File: src/rtl/mem_stage.sv
// -----------------------------------------------------------------------------
// mem_stage
//
// Memory-access stage of the 5-stage MIPS32 pipeline. It takes the EX/MEM
// register outputs and performs word loads and stores over a req/ack data bus.
// While an access is outstanding it stalls the upstream pipeline. It also
// holds the MEM/WB pipeline register that feeds write-back.
//
// Ports
//   clk, reset               clock; asynchronous active-high reset
//   MEM_*                    instruction fields from EX/MEM
//   dbus_req/we/addr/wdata   registered bus request outputs
//   dbus_rdata, dbus_ack     bus response (rdata valid while ack=1)
//   mem_stall                combinational hold for PC, IF/ID, ID/EX, EX/MEM
//   mem_err                  sticky misaligned-access / bus-timeout flag
//   WB_*                     MEM/WB register contents
// -----------------------------------------------------------------------------
module mem_stage #(
    parameter int TIMEOUT_CYC = 15
) (
    input  logic        clk,
    input  logic        reset,
    input  logic [31:0] MEM_PC_p4,
    input  logic [31:0] MEM_alu_out,
    input  logic [31:0] MEM_rt_data,
    input  logic [4:0]  MEM_Rd,
    input  logic [1:0]  MEM_MemToReg,
    input  logic        MEM_MemWrite,
    input  logic        MEM_MemRead,
    input  logic        MEM_RegWrite,
    output logic        dbus_req,
    output logic        dbus_we,
    output logic [31:0] dbus_addr,
    output logic [31:0] dbus_wdata,
    input  logic [31:0] dbus_rdata,
    input  logic        dbus_ack,
    output logic        mem_stall,
    output logic        mem_err,
    output logic [31:0] WB_PC_p4,
    output logic [31:0] WB_alu_out,
    output logic [31:0] WB_mem_data,
    output logic [4:0]  WB_Rd,
    output logic [1:0]  WB_MemToReg,
    output logic        WB_RegWrite
);

    typedef enum logic {IDLE, BUSY} state_t;

    // Last counter value before the access is abandoned.
    localparam logic [7:0] CNT_LAST = 8'(TIMEOUT_CYC - 1);

    state_t      state_q, state_d;
    logic [7:0]  cnt_q, cnt_d;
    logic        req_q, req_d;
    logic        we_q, we_d;
    logic [31:0] addr_q, addr_d;
    logic [31:0] wdata_q, wdata_d;
    logic        err_q, err_d;
    logic [31:0] wb_pc_q, wb_pc_d;
    logic [31:0] wb_alu_q, wb_alu_d;
    logic [31:0] wb_mem_q, wb_mem_d;
    logic [4:0]  wb_rd_q, wb_rd_d;
    logic [1:0]  wb_m2r_q, wb_m2r_d;
    logic        wb_rw_q, wb_rw_d;

    logic access;
    logic misaligned;
    logic capture;

    assign access     = MEM_MemRead | MEM_MemWrite;
    assign misaligned = access & (MEM_alu_out[1:0] != 2'b00);

    always_comb begin
        state_d   = state_q;
        cnt_d     = cnt_q;
        req_d     = req_q;
        we_d      = we_q;
        addr_d    = addr_q;
        wdata_d   = wdata_q;
        err_d     = err_q;
        mem_stall = 1'b0;
        capture   = 1'b0;
        wb_mem_d  = 32'd0;

        unique case (state_q)
            IDLE: begin
                if (access && !misaligned) begin
                    mem_stall = 1'b1;
                    state_d   = BUSY;
                    req_d     = 1'b1;
                    we_d      = MEM_MemWrite;
                    addr_d    = MEM_alu_out;
                    wdata_d   = MEM_rt_data;
                    cnt_d     = 8'd0;
                end else begin
                    // Misaligned accesses retire without touching the bus,
                    // so a misaligned store is simply dropped.
                    capture = 1'b1;
                    if (misaligned) begin
                        err_d = 1'b1;
                    end
                end
            end
            BUSY: begin
                if (dbus_ack) begin
                    state_d = IDLE;
                    req_d   = 1'b0;
                    capture = 1'b1;
                    if (MEM_MemRead) begin
                        wb_mem_d = dbus_rdata;
                    end
                end else if (cnt_q == CNT_LAST) begin
                    // Abort: retire the instruction with zero data.
                    state_d = IDLE;
                    req_d   = 1'b0;
                    err_d   = 1'b1;
                    capture = 1'b1;
                end else begin
                    mem_stall = 1'b1;
                    cnt_d     = cnt_q + 8'd1;
                end
            end
            default: begin
                state_d = IDLE;
            end
        endcase

        // While stalled MEM/WB takes a bubble (all fields zero).
        if (capture) begin
            wb_pc_d  = MEM_PC_p4;
            wb_alu_d = MEM_alu_out;
            wb_rd_d  = MEM_Rd;
            wb_m2r_d = MEM_MemToReg;
            wb_rw_d  = MEM_RegWrite;
        end else begin
            wb_pc_d  = 32'd0;
            wb_alu_d = 32'd0;
            wb_rd_d  = 5'd0;
            wb_m2r_d = 2'd0;
            wb_rw_d  = 1'b0;
            wb_mem_d = 32'd0;
        end
    end

    always_ff @(posedge clk or posedge reset) begin
        if (reset) begin
            state_q  <= IDLE;
            cnt_q    <= 8'd0;
            req_q    <= 1'b0;
            we_q     <= 1'b0;
            addr_q   <= 32'd0;
            wdata_q  <= 32'd0;
            err_q    <= 1'b0;
            wb_pc_q  <= 32'd0;
            wb_alu_q <= 32'd0;
            wb_mem_q <= 32'd0;
            wb_rd_q  <= 5'd0;
            wb_m2r_q <= 2'd0;
            wb_rw_q  <= 1'b0;
        end else begin
            state_q  <= state_d;
            cnt_q    <= cnt_d;
            req_q    <= req_d;
            we_q     <= we_d;
            addr_q   <= addr_d;
            wdata_q  <= wdata_d;
            err_q    <= err_d;
            wb_pc_q  <= wb_pc_d;
            wb_alu_q <= wb_alu_d;
            wb_mem_q <= wb_mem_d;
            wb_rd_q  <= wb_rd_d;
            wb_m2r_q <= wb_m2r_d;
            wb_rw_q  <= wb_rw_d;
        end
    end

    assign dbus_req    = req_q;
    assign dbus_we     = we_q;
    assign dbus_addr   = addr_q;
    assign dbus_wdata  = wdata_q;
    assign mem_err     = err_q;
    assign WB_PC_p4    = wb_pc_q;
    assign WB_alu_out  = wb_alu_q;
    assign WB_mem_data = wb_mem_q;
    assign WB_Rd       = wb_rd_q;
    assign WB_MemToReg = wb_m2r_q;
    assign WB_RegWrite = wb_rw_q;

endmodule

File: config.mk
export PLATFORM = sky130hd
export DESIGN_NAME = mem_stage
export DESIGN_NICKNAME = d
export VERILOG_FILES = /design/src/rtl/mem_stage.sv
export SDC_FILE = /design/constraint.sdc
export NUM_CORES = 1
export LEC_CHECK = 0
export CAP_MARGIN = 0
export CORE_UTILIZATION = 40
export DETAILED_ROUTE_END_ITERATION = 6
export PLACE_DENSITY = 0.8
export SETUP_SLACK_MARGIN = 0.2
export SLEW_MARGIN = 20
export SYNTH_ARGS = -nofsm -noshare
export SYNTH_HDL_FRONTEND = slang
export SYNTH_SLANG_ARGS = --single-unit
File: constraint.sdc
create_clock -name clk -period 6.9 [get_ports clk]
set_input_delay 1.38 -clock clk [delete_from_list [all_inputs] [get_ports clk]]
set_output_delay 1.38 -clock clk [all_outputs]
set_load 0.05 [all_outputs]
==> impl_metrics.toml, run 1 <==
[run_status]
status = "finished clean"

[global_route]
grt_max_degree = 99
grt_usage = 0.217
grt_pass1_wl_mm = 26.5
grt_pass1_vias = 4954
antenna_found_initial = 0
grt-ovfl-total = 0

[clock_tree]
cts_root_buf = "clkbuf_16"
clk_transition_reported_paths_ps = 60
post_cts_buffers = 0
cts_hold_buf = 0
cts_tree = "yes"
post_cts_resized = 0
clock_latency_ps = 420
htreeDepth = 4
clock_sinks = 180
cts_buffers = 17
cts_buffer_depth = 2

[timing]
finClkSkew_ps = 8.61
post-route-period-util = 0.719
finalMaxSlewViolations = 0
min_period_ps = 4960
clock.fmax_mhz = 202
finalSetupViolCount = 0
max_slew_margin = 0.353
setup_ws_ps = 1940
fin_setup_tns_ps = 0
rsz0062_at_grt = "false"
tightest_slew_ps = 965
hold_violations = 0
hold-worst-slack_ps = 486

[finish]
fillCellCount = 1160
layout-drive-gt1-share = 0.136
area_growth_pct = 61.0
fin_nets = 881
num_antenna_cells = 0

[power_and_ir_drop]
power_density_nw_per_um2 = 318
p_leak_nw = 4.56
ir_drop_v = 0.000206

[place]
gp_congestion = 0.832
hpwl_mm = 12.2
place_ws_ps = 1940
portBuffers = 312

[worst_setup_path]
crit_type = "in -> out"
worstPathCellList = "clkdlybuf4s50_1, o21bai_4, or3_2, and2_4, inv_1, clkdlybuf4s50_1"
endpoint_kind = "primary output"
cp-start-kind = "input pin"
worst_path_max_delay_cell = "clkdlybuf4s50_1"
cp.arrival_ps = 3580
worstPathRequired_ps = 5520
cpMostUsedCell = "clkdlybuf4s50_1"
path_max_fanout = 6
critPathMaxStageDelay_ps = 830

[route]
vias = 4606
drc = 0
drt_pass1_iterations = 4
wl_per_cell_um = 18.0
postRouteAntennaNets = 0
routed_via_density = 4.79
wirelength_mm = 17.3
drtIter0Drc = 233

[synth]
synth_top_area_cell = "dfrtp_1"
synth.most_common_cell = "dfrtp_1"
ys_warn_count = 0
synth_cell_types = 33
yosys_most_used_dff = "dfrtp_1"
syn_area_um2 = 6340
yosysSeqAreaShare = 0.710
synth-seq-cells = 180
synthCells = 430
syn_area_per_cell_um2 = 14.7
async_reset_ff_frac = 1.00
synthesis.nets = 573
synthTopCellsByCount = "dfrtp_1, and3_1, mux2_2, and2_1, clkbuf_1"
synth_edf_count = 0
synth.top_cell.area_share = 0.710
synth_area_leaders = "dfrtp_1, mux2_2, and3_1"

[floorplan]
initial_core_util = 0.414
design.core.area_um2 = 15300
io_pins = 313
num_rows = 45
dieWidth_um = 128
die_h_um = 128
die_area_um2 = 16400

[flow_run]
drv_cap = 0

[min_path]
min_path_type = "reg -> reg"
-- metrics by stage --
step	instances	cell area [um^2]	power, mW	util
2_1_floorplan	430	6340	1.93	-
3_3_place_gp	930	9640	2.32	0.630
3_5_place_dp	930	9640	2.35	0.630
4_1_cts	961	10200	3.28	0.667
5_1_grt	961	10200	3.37	0.667
6_report	961	10200	3.25	0.667
-- routing by layer --
metal	up-vias	global-route usage	wire length (um)
met1	2270	0.231	6240
li1	2077	-	-
met4	0	0.0941	422
met2	224	0.387	9180
met5	-	0	0
met3	35	0.0768	1460
-- power breakdown --
| part | internal, mW | leakage, nW | total (mW) | switching [mW] |
|---|---|---|---|---|
| clock | 0.534 | 0.276 | 0.924 | 0.389 |
| sequential | 1.20 | 2.24 | 1.27 | 0.0738 |
| combinational | 0.393 | 2.05 | 1.05 | 0.661 |
| total | 2.12 | 4.56 | 3.25 | 1.12 |
-- cells in the final DEF (no fill, tap or decap), drive strengths merged, types with 2 or more instances in the layout --
| cell | instances |
|---|---|
| ha | 2 |
| mux2 | 63 |
| clkinv | 5 |
| nand3 | 5 |
| dfrtp | 180 |
| and3 | 72 |
| clkdlybuf4s50 | 312 |
| and2 | 38 |
| clkbuf | 24 |
| a21oi | 3 |
| nor2 | 6 |
| nand4 | 2 |
| a21o | 3 |
| inv | 6 |
| o21ai | 3 |
| nor3 | 4 |
| buf | 5 |
-- sequential cells by signal (all words and copies together), names as in the netlist, 2 cells and up --
signal / flops
WB_MemToReg: 2
WB_PC_p4: 32
WB_Rd: 5
WB_alu_out: 32
WB_mem_data: 32
cnt_q: 8
dbus_addr: 32
dbus_wdata: 32
-- worst paths after layout --
| path | end | cells past startpoint | from | slack, ps |
|---|---|---|---|---|
| hold / removal | dbus_addr[0] | 1 | dbus_addr[0] | 490 |
| setup / recovery | mem_stall | 6 | MEM_MemWrite | 1940 |
| min in group asynchronous | WB_PC_p4[8] | 2 | reset | 1470 |
| setup reg to reg | dbus_wdata[20] | 4 | state_q | 4420 |
| max in group asynchronous | dbus_wdata[22] | 3 | reset | 3990 |
| hold reg to reg | dbus_addr[0] | 1 | dbus_addr[0] | 490 |
-- critical path, delay by kind of cell --
family	cells	cell delay, ps
AOI/OAI and AO/OA	1	90
buffers and inverters	3	1490
and+or+nand+nor	2	610
-- kinds of logic (layout without fill, tap and decap cells) --
group | count (synthesis) | in the layout | share of synthesized area
AND/OR/NAND/NOR | 132 | 132 | 0.127
buffers and inverters | 34 | 354 | 0.0247
adder cells (fa/ha/maj) | 2 | 2 | 0.00394
AO/OA/AOI/OAI | 19 | 19 | 0.0227
flip-flops | 180 | 180 | 0.710
multiplexers | 63 | 63 | 0.112
-- layout make-up --
class | count | area [um^2] | area share
clock buffers | 24 | 492 | 0.0482
multi-input cells | 216 | 1690 | 0.165
flip-flops and latches | 180 | 4500 | 0.441
repair buffers | 317 | 3160 | 0.310
well taps | 211 | 264 | 0.0259
clock inverters | 7 | 73.8 | 0.00723
inverters | 6 | 27.5 | 0.00270
(Power assumes the default switching activity.)
==> run 2: changes to the inputs <==
==> constraint.sdc (replaced) <==
create_clock -name clk -period 4.9 [get_ports clk]
set_input_delay 0.98 -clock clk [delete_from_list [all_inputs] [get_ports clk]]
set_output_delay 0.98 -clock clk [all_outputs]
set_load 0.05 [all_outputs]
==> run 2 against run 1 <==
  * Worst setup slack worse by 580 ps
  * Non-clock buffer count is the same
  * Clock skew decreased by 1.4 ps
  * Critical path depth is the same
  * Die area did not move
  * Total power up 43%
  * First-iteration DRC count is 0.86% higher
  * Global-route usage decreased by 0.44 points
  * Critical endpoint unchanged
  * Largest cell class unchanged
  * Largest power group unchanged
==> impl_metrics.toml, run 2 (same netlist as run 1, synthesis figures left out) <==
[route]
met3_length_mm = 1.34
postRouteAntennaNets = 0
routed_via_density = 4.77
drc = 0
wirelength_mm = 16.9
drt_pass1_iterations = 4
wl_per_cell_um = 17.6
wl_met1_mm = 6.26
wl_met2_mm = 8.82
vias = 4585
top_layer = "met4"
drtIter0Drc = 235

[floorplan]
die_h_um = 128
initial_core_util = 0.414
io_pins = 313
design.core.area_um2 = 15300
die_area_um2 = 16400
num_rows = 45
dieWidth_um = 128

[worst_setup_path]
worstPathCellList = "clkdlybuf4s50_1, o21bai_4, or3_2, and2_4, inv_1, buf_4"
cp.arrival_ps = 2560
endpoint_kind = "primary output"
path_max_fanout = 6
crit_buf_inv = 3
worst_path_max_delay_cell = "clkdlybuf4s50_1"
rrSetupSlack_ps = 2790
crit_family = "buffers and inverters"
critPathMaxStageDelay_ps = 580
cp-start-kind = "input pin"
worstPathRequired_ps = 3920
crit_type = "in -> out"

[finish]
fin_nets = 881
final_common_cell = "clkdlybuf4s50_1"
layout-drive-gt1-share = 0.137
ff_latch_area_um2 = 4500
fin_area_um2 = 10200
fillCellCount = 1126
multi_input_area_um2 = 1690
num_antenna_cells = 0
area_growth_pct = 61.6
final_cell_mix = "clkdlybuf4s50_1, dfrtp_1, and3_1"

[place]
gp_congestion = 0.764
hpwl_mm = 11.8
portBuffers = 312
place_ws_ps = 1360
place_area_um2 = 9650

[power_and_ir_drop]
swShare = 0.339
ir_drop_v = 0.000299
p_leak_nw = 4.57
seq_power_share = 0.385
net-switching-power_mw = 1.57
power_density_nw_per_um2 = 452
pwr-share-comb = 0.319
p_clk_frac = 0.295
p_int_mw = 3.06

[flow_run]
drv_cap = 0

[clock_tree]
cts_buffers = 17
clk_transition_reported_paths_ps = 60
clock_sinks = 180
cts_hold_buf = 0
post_cts_resized = 0
cts_buffer_depth = 2
clock_latency_ps = 410
cts_root_buf = "clkbuf_16"
post_cts_buffers = 0
htreeDepth = 4
cts_tree = "yes"

[global_route]
grt-ovfl-total = 0
grt_max_degree = 181
grt_pass1_wl_mm = 26.2
grt_pass1_vias = 4756
antenna_found_initial = 0
grt_usage = 0.212

[timing]
post-route-period-util = 0.723
finClkSkew_ps = 7.26
rsz0062_at_grt = "false"
finalSetupViolCount = 0
setup_ws_ps = 1360
tightest_slew_ps = 937
finalMaxSlewViolations = 0
clock.fmax_mhz = 282
min_period_ps = 3540
max_slew_margin = 0.375
fin_setup_tns_ps = 0
hold_violations = 0

[run_status]
status = "finished clean"

[min_path]
min_path_type = "reg -> reg"
## run 2: cell type report
cell class                      instances  share of cell area
Tap cell                              211              0.0258
Multi-Input combinational cell        216               0.165
Inverter                                6             0.00256
Timing Repair Buffer                  317               0.309
Clock inverter                          9              0.0126
Clock buffer                           22              0.0453
Sequential cell                       180               0.440
## run 2: power groups by stage
stage	Clock, mW	Sequential (mW)	Combinational, mW
4_1_cts	1.40	1.79	1.49
3_5_place_dp	0	1.81	1.49
3_3_place_gp	0	1.80	1.47
6_report	1.37	1.79	1.48
5_1_grt	1.46	1.81	1.54
2_1_floorplan	0	2.47	0.241
## run 2: routing by layer
layer,GRT usage,vias to the layer above
met4,0.0893,0
met1,0.239,2275
li1,-,2075
met5,0,-
met2,0.371,203
met3,0.0697,32
## run 2: worst paths after layout
kind                       cells past startpoint         start       endpoint
max reg2reg                                    4       state_q  dbus_addr[23]
max in group asynchronous                      3         reset       WB_Rd[2]
max                                            6  MEM_MemWrite      mem_stall
min                                            1  dbus_addr[1]   dbus_addr[1]
min in group asynchronous                      3         reset    WB_PC_p4[7]
min reg2reg                                    1  dbus_addr[1]   dbus_addr[1]
## run 2: worst reg2reg max path, cell delays in order, from the launching register on
cell and delay [ps]:
dfrtp_1 500, o21bai_4 200, or3_2 150, buf_4 670, mux2_2 480
## run 2: through the flow
stage                     cells  hold slack (ps)  power [mW]  utilization
after floorplan             430              498        2.71            -
after global routing        961              511        4.81        0.669
after CTS                   961              507        4.68        0.669
final                       961              500        4.64        0.669
after global placement      930              466        3.27        0.630
after detailed placement    930              491        3.30        0.630
